File: config.mk
export PLATFORM = sky130hd
export DESIGN_NAME = pc_update_unit
export DESIGN_NICKNAME = d
export VERILOG_FILES = /design/src/rtl/pc_update_unit.sv
export SDC_FILE = /design/constraint.sdc
export NUM_CORES = 1
export LEC_CHECK = 0
export BUFFER_PORTS_ARGS = -buffer_cell sky130_fd_sc_hd__buf_2
export CORE_MARGIN = 4
export CORE_UTILIZATION = 56
export DETAILED_ROUTE_END_ITERATION = 16
export GPL_TIMING_DRIVEN = 0
export PLACE_DENSITY = 0.86
export SYNTH_ARGS = -nofsm -noshare
export SYNTH_HDL_FRONTEND = slang
export SYNTH_SLANG_ARGS = --single-unit
File: constraint.sdc
create_clock -name clk -period 7.1 [get_ports clk]
set_input_delay 0.71 -clock clk [delete_from_list [all_inputs] [get_ports clk]]
set_output_delay 0.71 -clock clk [all_outputs]
set_load 0.02 [all_outputs]
File: src/rtl/pc_update_unit.sv
// pc_update_unit
//   Owns the architectural PC of the single-issue core. Steps each instruction
//   through fetch request, fetch response, execute and commit. Computes
//   next_pc = (pc_a_src ? imm : 4) + (pc_b_src ? rs1 : pc), traps on a
//   misaligned target and counts retired instructions.
//
// Ports
//   clk, rst        clock, synchronous active-high reset
//   pc_a_src        adder A select (0: constant 4, 1: imm)
//   pc_b_src        adder B select (0: pc, 1: rs1 for jalr)
//   imm, rs1        decoder immediate, rs1 read data
//   commit          current instruction finished; apply next_pc
//   ifu_req_valid   fetch request for the address on pc
//   ifu_req_ready   IFU accepts the request
//   ifu_rsp_valid   IFU returns the instruction
//   inst_valid      instruction at pc is available to execute
//   pc              architectural PC
//   next_pc         combinational target (bit 0 cleared for jalr)
//   misalign        sticky trap flag
//   trap_pc         offending target, latched on trap
//   instret         retired-instruction counter
//
// state | meaning
// IDLE  | one cycle after reset, no outputs
// REQ   | fetch request for pc held until accepted
// WAIT  | request accepted, waiting for the IFU response
// EXEC  | instruction available, waiting for commit
// TRAP  | misaligned target seen, halted until reset
module pc_update_unit #(
  parameter int unsigned     XLEN     = 32,
  parameter logic [XLEN-1:0] RESET_PC = 'h8000_0000
) (
  input  logic            clk,
  input  logic            rst,
  input  logic            pc_a_src,
  input  logic            pc_b_src,
  input  logic [XLEN-1:0] imm,
  input  logic [XLEN-1:0] rs1,
  input  logic            commit,
  output logic            ifu_req_valid,
  input  logic            ifu_req_ready,
  input  logic            ifu_rsp_valid,
  output logic            inst_valid,
  output logic [XLEN-1:0] pc,
  output logic [XLEN-1:0] next_pc,
  output logic            misalign,
  output logic [XLEN-1:0] trap_pc,
  output logic [63:0]     instret
);

  typedef enum logic [2:0] {
    IDLE = 3'd0,
    REQ  = 3'd1,
    WAIT = 3'd2,
    EXEC = 3'd3,
    TRAP = 3'd4
  } state_t;

  state_t state, state_next;

  logic [XLEN-1:0] add_a;
  logic [XLEN-1:0] add_b;
  logic [XLEN-1:0] sum;
  logic            target_misaligned;
  logic            do_commit;

  assign add_a   = pc_a_src ? imm : XLEN'(4);
  assign add_b   = pc_b_src ? rs1 : pc;
  assign sum     = add_a + add_b;
  // jalr target has bit 0 forced low before the alignment test
  assign next_pc = pc_b_src ? {sum[XLEN-1:1], 1'b0} : sum;

  assign target_misaligned = |next_pc[1:0];
  assign do_commit         = (state == EXEC) && commit;

  assign ifu_req_valid = (state == REQ);
  assign inst_valid    = (state == EXEC);

  always_comb begin
    state_next = state;
    case (state)
      IDLE: state_next = REQ;
      REQ:  if (ifu_req_ready) state_next = WAIT;
      // a response coinciding with acceptance arrives while still in REQ and is dropped
      WAIT: if (ifu_rsp_valid) state_next = EXEC;
      EXEC: if (commit) state_next = target_misaligned ? TRAP : REQ;
      TRAP: state_next = TRAP;
      default: state_next = IDLE;
    endcase
  end

  always_ff @(posedge clk) begin
    if (rst) begin
      state    <= IDLE;
      pc       <= RESET_PC;
      misalign <= 1'b0;
      trap_pc  <= '0;
      instret  <= '0;
    end else begin
      state <= state_next;
      if (do_commit) begin
        if (target_misaligned) begin
          misalign <= 1'b1;
          trap_pc  <= next_pc;
        end else begin
          pc      <= next_pc;
          instret <= instret + 64'd1;
        end
      end
    end
  end

endmodule

==> metrics.log <==
INFO  metric run_status = finished clean
INFO  metric htreeDepth = 4
INFO  metric power_density = slightly below 200 nW/um^2
INFO  metric post_cts_repair_resize_count = 0
INFO  metric place_congestion = 0.945
INFO  metric clk_transition_reported_paths = approximately 60 ps
INFO  metric slew_headroom = 0.479
INFO  metric crit_arrival = 4680 ps
INFO  metric grt.overflow.total = 0
INFO  metric coreArea = 13200 sq um
INFO  metric grt.total_usage = 0.289
INFO  metric min-delay-path-class = reg -> reg
INFO  metric critical_path.n_buffers_inverters = 4
INFO  metric layout_worst_path_cycle_share = 0.759
INFO  metric yosys.area.top_type = dfxtp_1
INFO  metric ys_warn_count = 0
INFO  metric synth-edff-count = 0
INFO  metric worst-slew-pin-transition = between 700 and 800 ps
INFO  metric drc = 0
INFO  metric final-hold-violation-count = 0
INFO  metric avgViaCountPerCell = 5.65
INFO  metric rr_worst_depth = 11
INFO  metric preCtsSetupSlack = approximately 1800 ps
INFO  metric power.combinational.fraction = 0.163
INFO  metric first_pass_grt_wire_length = about 37 mm
INFO  metric p_sw = roughly 540 uW
INFO  metric register_area = between 2000 and 3000 sq um
INFO  metric final_critical_path_setup_slack = between 1500 and 2000 ps
INFO  metric placementRows = between 40 and 50
INFO  metric maxCapViolations = 0
INFO  metric worst_hold_path.num_cells = 2
INFO  metric totalWireLength = ~23 mm
INFO  metric totalNegativeSetupSlack = 0 ps
INFO  metric area_growth_syn_to_layout = 25.6%
INFO  metric post-cts-setup-buffers = 0
INFO  metric top_family_by_delay_on_critical_path = compound AO/OA/AOI/OAI gates
INFO  metric synthMostInstantiatedCell = dfxtp_1
INFO  metric design_area = between 9000 and 10000 sq um
INFO  metric chipHeight = 124 um
INFO  metric postSynthCellCount = approximately 930
INFO  metric synth_top_cells_by_area = dfxtp_1 (35%), nand2_1 (6.1%), xor2_1 (5.7%)
INFO  metric ys_ff_latch = 132
INFO  metric leakagePower = roughly 0.0043 uW
INFO  metric synth_area = 7580 sq um
INFO  metric worstPathCellList = buf_2 > clkbuf_1 > mux2_2 > ha_1 > fa_1 > a211oi_1 > o211ai_1 > a31oi_1 > o21ai_0 > a21oi_1 > o21ai_0 > xnor2_1 > inv_1 > buf_2
INFO  metric io_buffers = approximately 230
INFO  metric layout_nets = approximately 1300
INFO  metric drive_gt1_frac = 0.261
INFO  metric cts_made_buffers = 17
INFO  metric power_frac_seq = 0.398
INFO  metric ys_async_sr_fraction = 0
INFO  metric post-synth-top-area-fraction = 0.348
INFO  metric clock.fmax = between 0.15 and 0.2 GHz
INFO  metric largest_net_degree_at_the_start_of_global_routing = 17
INFO  metric worst_clock_skew_on_the_final_layout = slightly below 8 ps
INFO  metric critical_path.max_stage_delay = 550 ps
INFO  metric multi_input_comb_area = about 4700 sq um
INFO  metric first_global_vias = ~7500
INFO  metric sequential_area_share_after_synthesis = 0.348
INFO  metric setup-violations-final = 0
INFO  metric rsz0062_at_grt = no
INFO  metric floorplan.die_area = roughly 15000 sq um
INFO  metric vdd.ir_drop.worst = roughly 0.16 mV
INFO  metric setup_crit_end_kind = output port
INFO  metric power.share.switching = 0.288
INFO  metric synth_ff_type = dfxtp_1
INFO  metric clock_path_buffers = 2
INFO  metric final_critical_path_time_including_i_o_delays_and_setup = about 5400 ps
INFO  metric worst-path-stages = 14
INFO  metric cellInternalPower = about 1300 uW
INFO  metric ios = between 200 and 250
INFO  metric worst-setup-path-type = in -> out
INFO  metric worst_path_max_delay_cell = clkbuf_1
INFO  metric cts_hold_repair.buffers = 0
INFO  metric cts_num_sinks = ~130
INFO  metric synth_nets = 1030
INFO  metric crit_path_max_fanout = 10
INFO  metric iteration_0_drc_markers = 674
INFO  metric postPlaceCellArea = about 9000 sq um
INFO  metric worstPathRequired = 6390 ps
INFO  metric maxSlewViolCount = 0
INFO  metric dr.pass1.iters = 5
INFO  metric cp_launch_type = primary input
INFO  metric grt_antenna_before_repair = 0
INFO  metric via_count = 7725
INFO  metric final.fill_count = between 1000 and 1500
INFO  metric avgSynthCellArea = roughly 8.2 sq um
INFO  metric synth_top_cells_by_count = dfxtp_1 (132), nand2_1 (124), nor2_1 (96)
INFO  metric chipWidth = approximately 120 um
INFO  metric share_of_power_burned_in_the_clock_network = 0.439
INFO  metric synth.lib_cells_used.distinct = 59
INFO  metric clock_tree.root_cell = clkbuf_16
INFO  metric detail_route.wl_per_cell = 16.9 um
INFO  metric dp_hpwl = 17.7 mm
INFO  metric tritoncts_clock_tree = done
INFO  metric initial_util = 0.573
INFO  metric clkLatencyLatePin = approximately 420 ps
INFO  metric postRouteAntennaNets = 0
state kept, by name, summed over array words and instances (netlist names):
| register | cells |
|---|---|
| pc | 32 |
| trap_pc | 32 |
| misalign | 1 |
| instret | 64 |
| state | 3 |
through the flow:
stage               hold slack, ps   util  power (uW)  instances
finish                         452  0.719        1880       1367
global route                   469  0.719        1950       1366
CTS                            453  0.719        1890       1366
detailed placement             444  0.677        1070       1334
global placement               439  0.677        1060       1334
floorplan                      472      -         968        926
metal layers:
metal	vias to the layer above	global-route usage	wire length, um
met5	-	0	0
met4	0	0.126	731
met3	56	0.0768	2020
met2	334	0.478	10900
met1	3604	0.355	9370
li1	3731	-	-
cell families (layout without fill, tap and decap cells):
logic type,Yosys count,count (layout),synth area share
simple gates,408,408,0.272
xor+xnor,90,90,0.104
other cells,0,1,0
buf+inv,65,329,0.0333
flops,132,132,0.348
compound gates,163,163,0.135
mux,35,35,0.0513
fa+ha+maj,33,33,0.0554
layout make-up:
| type | instances | share of cell area |
|---|---|---|
| antenna | 1 | 0.000263 |
| buffer | 45 | 0.0186 |
| clock buffer | 18 | 0.0450 |
| clock inverter | 14 | 0.0137 |
| inverter | 20 | 0.00788 |
| multi-input combinational | 729 | 0.492 |
| sequential | 132 | 0.277 |
| tap | 176 | 0.0231 |
| timing repair buffer | 232 | 0.122 |
tightest hold or removal path: cells and delay by family (launching register included):
family	cells	cell delay (ps)
AOI/OAI and AO/OA	1	50
and+or+nand+nor	1	50
DFF	1	300
layout by cell type, fill, tap and decap left out, types with 3 or more instances in the layout:
| cell type | count |
|---|---|
| o311ai_0 | 6 |
| clkinv_4 | 3 |
| o21ai_0 | 26 |
| ha_1 | 32 |
| nor3_1 | 17 |
| xor2_1 | 49 |
| and3_1 | 15 |
| mux2i_1 | 4 |
| xnor2_1 | 41 |
| nand3_1 | 29 |
| clkinvlp_4 | 4 |
| o21bai_1 | 3 |
| nand3b_1 | 18 |
| inv_1 | 20 |
| nand2_1 | 124 |
| or3_1 | 5 |
| o211ai_1 | 4 |
| a21o_1 | 17 |
| nor2_1 | 96 |
| o21ai_1 | 8 |
| nand2b_1 | 7 |
| dfxtp_1 | 132 |
| clkbuf_16 | 17 |
| a211oi_1 | 12 |
| mux2_2 | 31 |
| a21oi_1 | 68 |
| nor2b_1 | 5 |
| nand4b_1 | 3 |
| and2_0 | 3 |
| buf_2 | 236 |
| nor3b_1 | 6 |
| and2_1 | 41 |
| and4_1 | 10 |
| nand4_1 | 19 |
| clkinv_2 | 3 |
| clkbuf_1 | 40 |
power by group through the flow:
| stage | registers (uW) | logic [uW] | clock network [uW] |
|---|---|---|---|
| floorplan | 770 | 197 | 0 |
| global placement | 766 | 297 | 0 |
| detailed placement | 766 | 300 | 0 |
| CTS | 750 | 303 | 836 |
| global route | 751 | 333 | 867 |
| finish | 750 | 306 | 827 |
worst paths after layout:
path / start / to / slack (ps)
worst max-delay path: pc_b_src / next_pc[16] / 1710
worst min-delay path: trap_pc[20]$_SDFFE_PP0P_ / trap_pc[20]$_SDFFE_PP0P_ / 450
worst max register to register: pc[0]$_SDFFE_PP0P_ / trap_pc[16]$_SDFFE_PP0P_ / 3600
worst min register to register: trap_pc[20]$_SDFFE_PP0P_ / trap_pc[20]$_SDFFE_PP0P_ / 450
Power figures use the tool's default switching activity.
